==> config.mk <==
export PLATFORM = sky130hd
export DESIGN_NAME = icache_refill_beat_assembler
export DESIGN_NICKNAME = d
export VERILOG_FILES = /design/src/rtl/icache_refill_beat_assembler.sv
export SDC_FILE = /design/constraint.sdc
export NUM_CORES = 1
export LEC_CHECK = 0
export ABC_AREA = 0
export CORE_ASPECT_RATIO = 1.2
export CORE_MARGIN = 10
export CORE_UTILIZATION = 48
export DETAILED_ROUTE_END_ITERATION = 6
export PLACE_DENSITY_LB_ADDON = 0.1
export SLEW_MARGIN = 20
export SYNTH_ARGS = -nofsm -noshare
export SYNTH_HDL_FRONTEND = slang
export SYNTH_SLANG_ARGS = --single-unit
==> constraint.sdc <==
create_clock -name clk -period 21.5 [get_ports clk]
set_input_delay 5.375 -clock clk [delete_from_list [all_inputs] [get_ports clk]]
set_output_delay 5.375 -clock clk [all_outputs]
set_load 0.02 [all_outputs]
==> src/rtl/icache_refill_beat_assembler.sv <==
// -----------------------------------------------------------------------------
// icache_refill_beat_assembler
//
// Purpose: collects narrow memory refill beats, in any arrival order, into full
// ICache fetch lines and hands each completed line plus its transaction tag to
// the ICache memory adapter's ack side. A single output register lets the next
// line assemble while the previous one waits for the adapter. Protocol problems
// (tag change inside a line, duplicate beats, misplaced beat_last) raise sticky
// error flags.
//
// Ports:
//   clk, rst          clock, asynchronous active-high reset
//   beat_vld/beat_rdy beat handshake from the memory model
//   beat_data         one BEAT_WIDTH slice of the line
//   beat_idx          slice position inside the line
//   beat_tag          {opcode, mshr idx, txnid} transaction tag
//   beat_last         memory's end-of-line marker (checked only, not used for framing)
//   line_vld/line_rdy assembled-line handshake to the adapter
//   line_data         assembled line
//   line_tag          tag of the assembled line
//   err_tag_mismatch  sticky: a beat's tag differed from the line's first tag
//   err_beat_count    sticky: duplicate beat or misplaced beat_last
//   busy              assembly in progress or output register occupied
// -----------------------------------------------------------------------------
module icache_refill_beat_assembler #(
    parameter int ICACHE_REQ_OPCODE_WIDTH = 2,
    parameter int MSHR_ENTRY_INDEX_WIDTH  = 2,
    parameter int ROB_ENTRY_ID_WIDTH      = 4,
    parameter int FETCH_DATA_WIDTH        = 256,
    parameter int BEAT_WIDTH              = 64,
    parameter int NUM_BEATS               = FETCH_DATA_WIDTH / BEAT_WIDTH,
    parameter int BEAT_IDX_WIDTH          = $clog2(NUM_BEATS),
    parameter int TAG_WIDTH               = ICACHE_REQ_OPCODE_WIDTH + MSHR_ENTRY_INDEX_WIDTH
                                            + ROB_ENTRY_ID_WIDTH
) (
    input  logic                        clk,
    input  logic                        rst,
    input  logic                        beat_vld,
    output logic                        beat_rdy,
    input  logic [BEAT_WIDTH-1:0]       beat_data,
    input  logic [BEAT_IDX_WIDTH-1:0]   beat_idx,
    input  logic [TAG_WIDTH-1:0]        beat_tag,
    input  logic                        beat_last,
    output logic                        line_vld,
    input  logic                        line_rdy,
    output logic [FETCH_DATA_WIDTH-1:0] line_data,
    output logic [TAG_WIDTH-1:0]        line_tag,
    output logic                        err_tag_mismatch,
    output logic                        err_beat_count,
    output logic                        busy
);

    typedef enum logic [1:0] {
        S_IDLE,
        S_FILL,
        S_FULL
    } state_e;

    // Beat count that, once reached before the current beat, makes it the completing one.
    localparam logic [BEAT_IDX_WIDTH:0] LAST_CNT = (BEAT_IDX_WIDTH + 1)'(NUM_BEATS - 1);

    state_e                      state_q, state_d;
    logic [BEAT_IDX_WIDTH:0]     cnt_q, cnt_d;
    logic [NUM_BEATS-1:0]        mask_q, mask_d;
    logic [FETCH_DATA_WIDTH-1:0] asm_data_q, asm_data_d;
    logic [TAG_WIDTH-1:0]        asm_tag_q, asm_tag_d;
    logic [FETCH_DATA_WIDTH-1:0] out_data_q, out_data_d;
    logic [TAG_WIDTH-1:0]        out_tag_q, out_tag_d;
    logic                        out_vld_q, out_vld_d;
    logic                        err_tag_q, err_tag_d;
    logic                        err_cnt_q, err_cnt_d;

    logic beat_fire;
    logic beat_done;
    logic out_free;

    assign beat_rdy  = (state_q != S_FULL);
    assign beat_fire = beat_vld && beat_rdy;
    // IDLE always holds cnt_q == 0, so a single-beat line completes from IDLE too.
    assign beat_done = beat_fire && (cnt_q == LAST_CNT);
    // The output register can take a line if empty or being popped on this edge.
    assign out_free  = !out_vld_q || line_rdy;

    always_comb begin
        // NOTE: every _d signal gets a default before any branch; a path that
        // skipped one would infer a latch instead of combinational logic.
        state_d    = state_q;
        cnt_d      = cnt_q;
        mask_d     = mask_q;
        asm_data_d = asm_data_q;
        asm_tag_d  = asm_tag_q;
        out_data_d = out_data_q;
        out_tag_d  = out_tag_q;
        out_vld_d  = out_vld_q && !line_rdy;
        err_tag_d  = err_tag_q;
        err_cnt_d  = err_cnt_q;

        if (beat_fire) begin
            asm_data_d[beat_idx*BEAT_WIDTH +: BEAT_WIDTH] = beat_data;
            cnt_d = cnt_q + 1'b1;

            if (state_q == S_IDLE) begin
                asm_tag_d = beat_tag;
                mask_d    = '0;
            end else begin
                if (beat_tag != asm_tag_q) begin
                    err_tag_d = 1'b1;
                end
                // A repeated position still overwrites and still counts.
                if (mask_q[beat_idx]) begin
                    err_cnt_d = 1'b1;
                end
            end
            mask_d[beat_idx] = 1'b1;

            // beat_last must be set exactly on the beat that completes the line.
            if (beat_last != beat_done) begin
                err_cnt_d = 1'b1;
            end

            if (beat_done) begin
                if (out_free) begin
                    // asm_data_d already includes this beat: forward the merged line.
                    out_data_d = asm_data_d;
                    out_tag_d  = asm_tag_d;
                    out_vld_d  = 1'b1;
                    cnt_d      = '0;
                    mask_d     = '0;
                    state_d    = S_IDLE;
                end else begin
                    state_d = S_FULL;
                end
            end else begin
                state_d = S_FILL;
            end
        end else if ((state_q == S_FULL) && out_free) begin
            out_data_d = asm_data_q;
            out_tag_d  = asm_tag_q;
            out_vld_d  = 1'b1;
            cnt_d      = '0;
            mask_d     = '0;
            state_d    = S_IDLE;
        end
    end

    // NOTE: sequential state uses non-blocking assignments only, so every flop
    // samples the pre-edge value of the others regardless of statement order.
    // The wide data registers are reset as well: the output must read 0 after
    // reset and the assembly buffer must not leak a discarded line's beats.
    always_ff @(posedge clk or posedge rst) begin
        if (rst) begin
            state_q    <= S_IDLE;
            cnt_q      <= '0;
            mask_q     <= '0;
            asm_data_q <= '0;
            asm_tag_q  <= '0;
            out_data_q <= '0;
            out_tag_q  <= '0;
            out_vld_q  <= 1'b0;
            err_tag_q  <= 1'b0;
            err_cnt_q  <= 1'b0;
        end else begin
            state_q    <= state_d;
            cnt_q      <= cnt_d;
            mask_q     <= mask_d;
            asm_data_q <= asm_data_d;
            asm_tag_q  <= asm_tag_d;
            out_data_q <= out_data_d;
            out_tag_q  <= out_tag_d;
            out_vld_q  <= out_vld_d;
            err_tag_q  <= err_tag_d;
            err_cnt_q  <= err_cnt_d;
        end
    end

    assign line_vld         = out_vld_q;
    assign line_data        = out_data_q;
    assign line_tag         = out_tag_q;
    assign err_tag_mismatch = err_tag_q;
    assign err_beat_count   = err_cnt_q;
    assign busy             = (state_q != S_IDLE) || out_vld_q;

endmodule

==> key figures <==
Clock network
  • Root buf cell: clkbuf_16
  • Htree depth: 2
  • Post-CTS Resized: 0
  • Setup bufs post-CTS: 0
  • Worst skew pair latency: just under 0.6 ns
  • CTS tree: yes
  • Cts hold-fix bufs: 0
  • CTS Sinks: 540
  • CTS Buf Count: 53
  • Clock transition time at the flip-flop clock pins of the worst setup and hold paths: 0.06 ns
  • Clock Path Buffers: 3

Final layout
  • Post-route cell area: 26300 um2
  • Layout cells sized above 1: between 5 and 6%
  • Post-route insts no fill: slightly below 3000
  • Synth-to-layout area growth: 25.5%
  • Fill cells: 3639
  • Net count, final: about 2400

Critical path
  • CP Data Required Time: 22.01 ns
  • CP max-delay cell: clkdlybuf4s50_1
  • CP endpoint kind: register
  • Max stage delay on crit path: between 1 and 1.5 ns
  • Worst setup SP type: input port
  • Crit path kind: in -> reg
  • Cell-by-cell trace of the critical path: clkdlybuf4s50_1 -> nand2_1 -> a21boi_4 -> buf_12 -> buf_6 -> nor2_1 -> a31oi_1
  • Reg-to-reg setup timing slack: approximately 18 ns
  • Worst EP arrival: ~9 ns
  • Crit path max fanout: roughly 230

Synthesis
  • Syn. warnings: 0
  • Netlist cell types: 37
  • Most numerous cell in the Yosys netlist: dfrtp_1
  • Top post-synthesis cells by area: dfrtp_1, nand2_1, a31oi_1, nand3_1, nor2_1
  • Synth top cells by count: dfrtp_1, nand2_1, nand3_1, a31oi_1, nor2_1
  • Top_reg_cell synth: dfrtp_1
  • Post-synth EDFFs: 0
  • Synthesized instance count: 2056
  • Seq cells post-synth: between 500 and 600
  • Share of the synthesized area in the top cell type: 64.5%
  • Ys async rst share: 100%
  • Mapped Nets: approximately 2100
  • Leading area contributor after synthesis: dfrtp_1
  • Post-synthesis instance area: around 21000 um2
  • Syn_area_per_cell: around 10 um2
  • Sequential share of the synthesized area: 64.5%

GRT
  • First-pass GRT wire length: 96300 um
  • Initial antenna violation count: 1
  • All-Layer GR Usage: 23.4%
  • Busiest metal layer after global routing: met2
  • Met1 usage: a little over 30%
  • Vias in the first global route: 16200
  • GR met3 Demand/Resource: between 5 and 6%
  • Met2 Use GR: 38.5%
  • Grt ovf: 0
  • Largest net degree at the start of global routing: approximately 230

STA
  • Fin Clk Skew: 0.00599 ns
  • RSZ-0062 raised after global routing: false
  • Slew Viols, Final: 0
  • Worst slew pin tran: approximately 1.1 ns
  • Min Tclk post-route: 8.63 ns
  • Final hold vios: 0
  • Period utilization: about two fifths
  • Final setup fails: 0
  • Rel. slew slack: 25.0%
  • FMAX: about 120 MHz
  • Fin Setup TNS: 0 ns

Detailed routing
  • ANT nets after route: 0
  • Via count: between 15000 and 20000
  • Average wire per standard cell: about 21 um
  • Vias per cell: about 5.6
  • Final WL: between 60000 and 70000 um
  • DRC Markers: 0
  • 1st-iter DRT viols: ~1300
  • Drt first pass iters: 5

Floorplan
  • Row count: 83
  • Die area: roughly 52000 um2
  • Die height: around 250 um
  • Core Region: about 43000 um2
  • Die width: roughly 210 um
  • # IOs: around 350
  • Initial core utilization: 48.7%

Placement
  • Placed Area: between 20000 and 25000 um2
  • Placed cells: between 2000 and 3000
  • Placer congestion estimate: between 0.7 and 0.8
  • IO buf count: between 300 and 400
  • DP Wirelength: about 40000 um

Power and ir drop
  • Combinational fraction of design power: between 30% and 40%
  • Sw frac: 35.2%
  • Worst VDD drop: between 0.09 and 0.1 mV
  • Flop pwr share: 39.5%
  • PD cells: about 150 nW/um2
  • Power Internal: between 2 and 3 mW
  • Clock Power Share: between 20% and 30%
  • Tot Pwr: between 3 and 4 mW
  • Cell leakage power: roughly 13 nW
  • NetSw: 1.37 mW

Hold path
  • Hold WC Path Type: reg -> reg

Job
  • Max_cap viols: 0

Status
  • Status: complete, no violations
worst max-delay path: cells and delay by family:
kind | cells | cell delay [ns]
buffers and inverters | 3 | 2.45
AOI/OAI and AO/OA | 2 | 0.64
and+or+nand+nor | 2 | 0.40
power groups by stage:
stage / Clock, mW / Combinational (mW) / Sequential (mW)
2_1_floorplan: 0 / 0.444 / 1.79
3_3_place_gp: 0 / 1.41 / 1.55
3_5_place_dp: 0 / 1.44 / 1.55
4_1_cts: 0.954 / 1.44 / 1.54
5_1_grt: 0.996 / 1.53 / 1.57
6_report: 0.936 / 1.42 / 1.54
final timing paths:
kind	cells after the start	end	from
hold / removal	2	asm_data_q[69]	asm_data_q[69]
setup / recovery	7	line_data[98]	beat_vld
min in group asynchronous	2	line_data[31]	rst
setup reg to reg	8	line_data[98]	cnt_q[0]
hold reg to reg	2	asm_data_q[69]	asm_data_q[69]
max in group asynchronous	4	line_data[183]	rst
sequential cells by signal, summed over array words and instances, names as in the netlist:
name	flops
line_vld	1
asm_data_q	256
err_tag_mismatch	1
line_tag	8
asm_tag_q	8
line_data	256
err_beat_count	1
state_q	2
cnt_q	3
mask_q	4
through the flow:
step	worst slack, ns	hold WS, ns	util (%)
4_1_cts	12.68	0.463	61.1
3_3_place_gp	12.23	0.442	57.0
5_1_grt	12.59	0.473	61.2
6_report	12.87	0.459	61.2
2_1_floorplan	1.03	0.432	-
3_5_place_dp	12.08	0.449	57.1
final cells by class:
cell class	count	area (um2)	share of cell area [%]
sequential	540	13500	51.4
multi-input combinational	1369	6650	25.3
timing repair buffer	367	3670	13.9
clock buffer	80	1590	6.05
tap	552	691	2.63
clock inverter	11	159	0.604
inverter	4	22.5	0.0856
antenna	1	2.50	0.00952
metal layers:
| layer | vias to the layer above | routed length, um | part of all wire [%] |
|---|---|---|---|
| met5 | - | 13 | 0.021 |
| met4 | 2 | 1220 | 2.0 |
| met3 | 79 | 4140 | 6.7 |
| met2 | 526 | 30500 | 49 |
| met1 | 8321 | 26200 | 42 |
| li1 | 7545 | - | - |
placed cells by master (no fill, tap or decap), types with 3 or more instances in the layout:
master / count
bufinv_16: 4
nand3_4: 3
dfrtp_1: 540
buf_4: 14
mux2_2: 18
clkbuf_8: 12
nor2_1: 257
clkinv_2: 6
clkbuf_1: 13
and3_2: 4
xor2_1: 9
nand3_1: 260
buf_6: 3
clkbuf_16: 55
a22o_1: 6
a31oi_1: 257
clkdlybuf4s50_1: 347
ha_1: 10
a21oi_1: 4
nand2_1: 518
logic make-up after synthesis:
group                    share of synthesized area [%]
multiplexers                                      1.12
XOR/XNOR                                         0.376
flip-flops                                        64.5
AO/OA/AOI/OAI                                     8.23
adder cells (fa/ha/maj)                          0.597
AND/OR/NAND/NOR                                   21.1
buffers and inverters                             4.08
Note: power is estimated with default switching activity, not from simulation.
